--- config.mk ---
export PLATFORM = sky130hd
export DESIGN_NAME = qrd_out_collector
export DESIGN_NICKNAME = d
export VERILOG_FILES = /design/src/rtl/qrd_out_collector.sv
export SDC_FILE = /design/constraint.sdc
export NUM_CORES = 2
export LEC_CHECK = 0
export CAP_MARGIN = 20
export CORE_ASPECT_RATIO = 2
export CORE_MARGIN = 2
export CORE_UTILIZATION = 40
export DETAILED_ROUTE_END_ITERATION = 12
export PLACE_DENSITY = 0.62
export SLEW_MARGIN = 25
export SYNTH_ARGS = -nofsm -noshare
export SYNTH_HDL_FRONTEND = slang
export SYNTH_SLANG_ARGS = --single-unit
export TNS_END_PERCENT = 1
--- constraint.sdc ---
create_clock -name clk -period 3.4 [get_ports clk]
set_clock_uncertainty 0.05 [all_clocks]
set_input_delay 0.34 -clock clk [delete_from_list [all_inputs] [get_ports clk]]
set_output_delay 0.34 -clock clk [all_outputs]
set_load 0.02 [all_outputs]
--- src/rtl/qrd_out_collector.sv ---
// QRD output collector: frames four beats of the four output lanes into a 4x4 R
// matrix, screens the strictly-lower triangle against TOL and queues matrices in a 2-entry buffer.

module qrd_oc_screen #(
  parameter int DW  = 17,
  parameter int TOL = 16
) (
  input  logic [DW-1:0] i_x,
  output logic          o_bad
);
  logic [DW:0] w_ext;
  logic [DW:0] w_mag;

  // one extra bit so the most negative code still has a representable magnitude
  assign w_ext = {i_x[DW-1], i_x};
  assign w_mag = i_x[DW-1] ? ((DW+1)'(0) - w_ext) : w_ext;
  assign o_bad = (w_mag > (DW+1)'(TOL));
endmodule

module qrd_out_collector #(
  parameter int DW      = 17,
  parameter int LATENCY = 6,
  parameter int TOL     = 16,
  parameter int CNT_W   = 12
) (
  input  logic                clk,
  input  logic                rst_n,
  input  logic                i_start,
  input  logic [CNT_W-1:0]    i_stream_len,
  input  logic [DW-1:0]       i_lane0,
  input  logic [DW-1:0]       i_lane1,
  input  logic [DW-1:0]       i_lane2,
  input  logic [DW-1:0]       i_lane3,
  output logic                o_mat_valid,
  input  logic                i_mat_ready,
  output logic [16*DW-1:0]    o_mat_data,
  output logic                o_mat_tri_err,
  output logic                o_busy,
  output logic                o_done,
  output logic                o_ovf
);
  localparam int NUM_LANES = 4;
  localparam int MW        = NUM_LANES*NUM_LANES*DW;
  localparam int WCW       = (LATENCY > 1) ? $clog2(LATENCY) : 1;

  typedef enum logic [1:0] {S_IDLE, S_WAIT, S_CAP} state_t;

  state_t                             r_state;
  logic [WCW-1:0]                     r_wcnt;
  logic [CNT_W-1:0]                   r_len;
  logic [CNT_W-1:0]                   r_mcnt;
  logic [1:0]                         r_beat;
  logic [2:0][NUM_LANES-1:0][DW-1:0]  r_cols;
  logic [MW-1:0]                      r_stg_data;
  logic                               r_stg_err;
  logic                               r_push;
  logic                               r_fin;
  logic                               r_done;

  logic [1:0][MW-1:0]                 r_mem;
  logic [1:0]                         r_err;
  logic                               r_rd;
  logic [1:0]                         r_cnt;
  logic                               r_ovf;

  logic [NUM_LANES-1:0][DW-1:0]       w_lanes;
  logic [2:0][NUM_LANES-1:0]          w_bad;
  logic                               w_samp;
  logic                               w_start_acc;
  logic                               w_pop;
  logic                               w_full;
  logic                               w_acc;
  logic                               w_wr;

  assign w_lanes = {i_lane3, i_lane2, i_lane1, i_lane0};

  // Columns 0..2 are complete when beat 3 arrives; column 3 has no sub-diagonal entries.
  for (genvar c = 0; c < 3; c++) begin : g_col
    for (genvar r = 0; r < NUM_LANES; r++) begin : g_row
      if (r > c) begin : g_chk
        qrd_oc_screen #(.DW(DW), .TOL(TOL)) u_scr (
          .i_x   (r_cols[c][r]),
          .o_bad (w_bad[c][r])
        );
      end else begin : g_upper
        assign w_bad[c][r] = 1'b0;
      end
    end
  end

  // Beat 0 is taken on the final WAIT edge so beat 0 lands exactly LATENCY edges after start.
  assign w_samp = ((r_state == S_WAIT) && (r_wcnt == '0)) ||
                  ((r_state == S_CAP) && (r_mcnt != r_len));
  assign w_start_acc = (r_state == S_IDLE) && i_start && (i_stream_len != '0);

  always_ff @(posedge clk or negedge rst_n) begin
    if (!rst_n) begin
      r_state    <= S_IDLE;
      r_wcnt     <= '0;
      r_len      <= '0;
      r_mcnt     <= '0;
      r_beat     <= '0;
      r_cols     <= '0;
      r_stg_data <= '0;
      r_stg_err  <= 1'b0;
      r_push     <= 1'b0;
      r_fin      <= 1'b0;
      r_done     <= 1'b0;
    end else begin
      r_push <= 1'b0;
      r_done <= 1'b0;
      r_fin  <= r_push && (r_mcnt == r_len);
      if (w_samp) begin
        case (r_beat)
          2'd0: r_cols[0] <= w_lanes;
          2'd1: r_cols[1] <= w_lanes;
          2'd2: r_cols[2] <= w_lanes;
          default: begin
            r_stg_data <= {w_lanes, r_cols};
            r_stg_err  <= |w_bad;
            r_push     <= 1'b1;
            r_mcnt     <= r_mcnt + CNT_W'(1);
          end
        endcase
        r_beat <= r_beat + 2'd1;
      end
      case (r_state)
        S_IDLE: begin
          if (i_start) begin
            if (i_stream_len != '0) begin
              r_len   <= i_stream_len;
              r_wcnt  <= WCW'(LATENCY - 1);
              r_mcnt  <= '0;
              r_beat  <= '0;
              r_state <= S_WAIT;
            end else begin
              r_done <= 1'b1;
            end
          end
        end
        S_WAIT: begin
          if (r_wcnt == '0) r_state <= S_CAP;
          else              r_wcnt  <= r_wcnt - WCW'(1);
        end
        S_CAP: begin
          if (r_fin) begin
            r_state <= S_IDLE;
            r_done  <= 1'b1;
          end
        end
        default: r_state <= S_IDLE;
      endcase
    end
  end

  assign w_pop  = (r_cnt != 2'd0) && i_mat_ready;
  assign w_full = (r_cnt == 2'd2);
  assign w_acc  = r_push && (!w_full || w_pop);
  assign w_wr   = r_rd ^ r_cnt[0];

  always_ff @(posedge clk or negedge rst_n) begin
    if (!rst_n) begin
      r_mem <= '0;
      r_err <= '0;
      r_rd  <= 1'b0;
      r_cnt <= 2'd0;
      r_ovf <= 1'b0;
    end else begin
      if (w_acc) begin
        r_mem[w_wr] <= r_stg_data;
        r_err[w_wr] <= r_stg_err;
      end
      if (w_pop) r_rd <= ~r_rd;
      r_cnt <= r_cnt + {1'b0, w_acc} - {1'b0, w_pop};
      if (w_start_acc)          r_ovf <= 1'b0;
      else if (r_push && !w_acc) r_ovf <= 1'b1;
    end
  end

  assign o_mat_valid   = (r_cnt != 2'd0);
  assign o_mat_data    = r_mem[r_rd];
  assign o_mat_tri_err = r_err[r_rd];
  assign o_busy        = (r_state == S_WAIT) || (r_state == S_CAP);
  assign o_done        = r_done;
  assign o_ovf         = r_ovf;
endmodule

==> run_results.csv <==
group,metric,value,unit
worst_setup_path,cp.arrival,2870,ps
flow_run,maxCapViolations,0,
cells_and_area,finish.net_count,3640,
clock_tree,clkSlewWorstSetupHoldPaths,60,ps
power,power_density,1031,nW/µm²
logic_synthesis,synthesis.area,45350,µm²
clock_tree,cts_inserted_buffers,97,
power,vdd.ir_drop.worst,0.7398,mV
floorplan,start_util,0.4037,
global_route,grt_max_degree,84,
sta,rsz0062_at_grt,"false",
floorplan,ios,361,
worst_setup_path,worstPathMaxFanout,39,
sta,fin_tns_setup,0,ps
placed_design,finalWeightedCongestion,0.9523,
global_route,grt_pass1_vias,28819,
sta,finalHoldViolations,0,
placed_design,postPlaceCellArea,51940,µm²
cells_and_area,finalNonFillerCells,5113,
worst_setup_path,cp-start-kind,"register",
route,first_pass_iters,5,
logic_synthesis,synth_top_area_frac,0.5855,
worst_setup_path,required,3010,ps
global_route,track_usage,0.2072,
route,drcViolationCount,0,
route,wl_per_cell,23.34,µm
sta,min_period_over_period,0.9591,
floorplan,dieWidth,242.1,µm
logic_synthesis,async_reset_ff_frac,1.000,
sta,holdWs,163.1,ps
logic_synthesis,synth-seq-cells,1061,
clock_tree,cts_root_buffer,"clkbuf_16",
route,detail_route.iter0.violations,1249,
logic_synthesis,synthCells,3092,
route,vias_per_cell,5.278,
route,antenna_left,0,
logic_synthesis,synth_common_cells,"mux2_2 (1242), dfrtp_1 (1061), clkbuf_1 (124)",
floorplan,dieArea,116200,µm²
placed_design,hpwl,83.29,mm
cells_and_area,areaGrowthSynthToFinish,21.97,%
floorplan,num_rows,174,
cells_and_area,layout-drive-gt1-share,0.4378,
sta,fmax,306.7,MHz
logic_synthesis,synthMostInstantiatedCell,"mux2_2",
sta,period_minus_slack,3261,ps
sta,setup_violations,0,
sta,slew_violations,0,
floorplan,dieHeight,480.2,µm
clock_tree,cts_setup_buffers,0,
placed_design,dp_cells,4934,
clock_tree,cts_tree,"yes",
route,drt-total-wl,119.3,mm
global_route,grt_pass1_wl,184.1,mm
logic_synthesis,synth_ff_type,"dfrtp_1",
clock_tree,cts_buffer_depth,3,
logic_synthesis,yosysWarnings,0,
worst_setup_path,r2r_cells,9,
logic_synthesis,ys_seq_area_frac,0.5855,
route,vias,26984,
worst_setup_path,r2r_setup_slack,220,ps
logic_synthesis,synth_cell_types,73,
clock_tree,cts.sinks,1061,
sta,timing_worst_slew_pin_value,1028,ps
clock_tree,worstSkewPairLatency,720,ps
logic_synthesis,synth-edff-count,0,
run_status,outcome,"complete, no violations",
global_route,globalRouteOverflowTotal,0,
logic_synthesis,synth.area.top_cells,"dfrtp_1 (59%), mux2_2 (31%), mux2_1 (1.4%), clkbuf_1 (1.0%), nand2_1 (0.56%)",
hold_path,holdPathStages,3,
worst_setup_path,endpoint_kind,"output pin",
clock_tree,h-tree-depth,3,
global_route,antenna_found_initial,1,
logic_synthesis,yosysTopAreaCell,"dfrtp_1",
hold_path,hold_path_class,"in -> reg",
worst_setup_path,critical_path_class,"reg -> out",
floorplan,core,112300,µm²
logic_synthesis,avgSynthCellArea,14.67,µm²
cells_and_area,design_area,55310,µm²
cells_and_area,finish.utilization,0.4924,
power,p_leak,24.03,nW
logic_synthesis,syn_nets,3194,
sta,maxSlewHeadroom,0.3086,
placed_design,portBuffers,360,
registers in the layout, indices dropped and copies added (netlist names):
register and count:
r_stg_err 1, r_len 12, o_ovf 1, r_push 1, r_cols 204, r_beat 2
r_stg_data 272, r_rd 1, r_err 2, r_mcnt 12, r_cnt 2, r_state 2
o_done 1, r_fin 1, r_wcnt 3, r_mem 544
through the flow:
| stage | total power, mW | worst slack, ps |
|---|---|---|
| 2_1_floorplan | 35.42 | 728.7 |
| 3_3_place_gp | 45.58 | 309.0 |
| 3_5_place_dp | 45.99 | 292.5 |
| 4_1_cts | 57.74 | 56.95 |
| 5_1_grt | 60.31 | 45.91 |
| 6_report | 57.04 | 139.1 |
cells in the final DEF (no fill, tap or decap), types with 16 or more instances in the layout:
master,n
a21oi_1,36
clkbuf_16,97
buf_12,45
xor2_1,24
mux2_1,58
clkinv_2,16
dfrtp_1,1060
nor4_1,26
clkdlybuf4s50_1,359
mux2_2,1242
inv_1,34
o21ai_0,28
nand2_1,64
buf_4,109
nand3_1,23
ha_1,18
clkbuf_1,18
clkbuf_8,26
nor2_1,60
nor3_1,34
layer usage:
layer	GRT usage	up-vias	share of wire
met5	0	-	0
met4	0.08960	0	0.038
met3	0.04370	201	0.053
met2	0.3617	611	0.51
met1	0.2464	14120	0.40
li1	-	12052	-
kinds of logic after synthesis:
logic type      count (synthesis)  synth area share
xor+xnor                       35          0.006760
simple gates                  317           0.03786
mux                          1306            0.3242
fa+ha+maj                      18          0.004967
compound gates                153           0.02315
buf+inv                       202           0.01760
flops                        1061            0.5855
what timing repair did:
item | in CTS | in global routing
gates resized for setup | 0 | 2
hold endpoints to repair | 41 | 0
endpoints found under the setup margin | 0 | 1
hold buffers | 1 | 0
worst paths after layout:
path	startpoint	to
max in group asynchronous	rst_n	r_mem[380]$_DFFE_PN0P_
worst max-delay path	r_rd$_DFFE_PN0P_	o_mat_data[108]
worst max register to register	r_cols[188]$_DFFE_PN0P_	r_stg_err$_DFFE_PN0P_
min in group asynchronous	rst_n	r_mem[234]$_DFFE_PN0P_
worst min-delay path	i_stream_len[7]	r_len[7]$_DFFE_PN0P_
worst min register to register	r_cols[172]$_DFFE_PN0P_	r_stg_data[172]$_DFFE_PN0P_
critical path: stages, from the launching register on:
cell and delay (ps):
dfrtp_4 580, buf_12 250, buf_4 290, mux2_2 370, clkdlybuf4s50_1 570
power by group:
part	switching (mW)	internal, mW
Clock	5.03	6.42
Sequential	4.28	18.7
Combinational	10.5	12.1
area by class of cell:
cell class / instances / area (µm²)
fillers: 9889 / 57030
inverters: 34 / 127.6
multi-input cells: 1829 / 18070
clock inverters: 36 / 494.2
repair buffers: 515 / 5338
flip-flops and latches: 1061 / 26550
diodes: 1 / 2.502
clock buffers: 141 / 2853
well taps: 1496 / 1872
No activity file was read; power rests on OpenSTA's default activity.
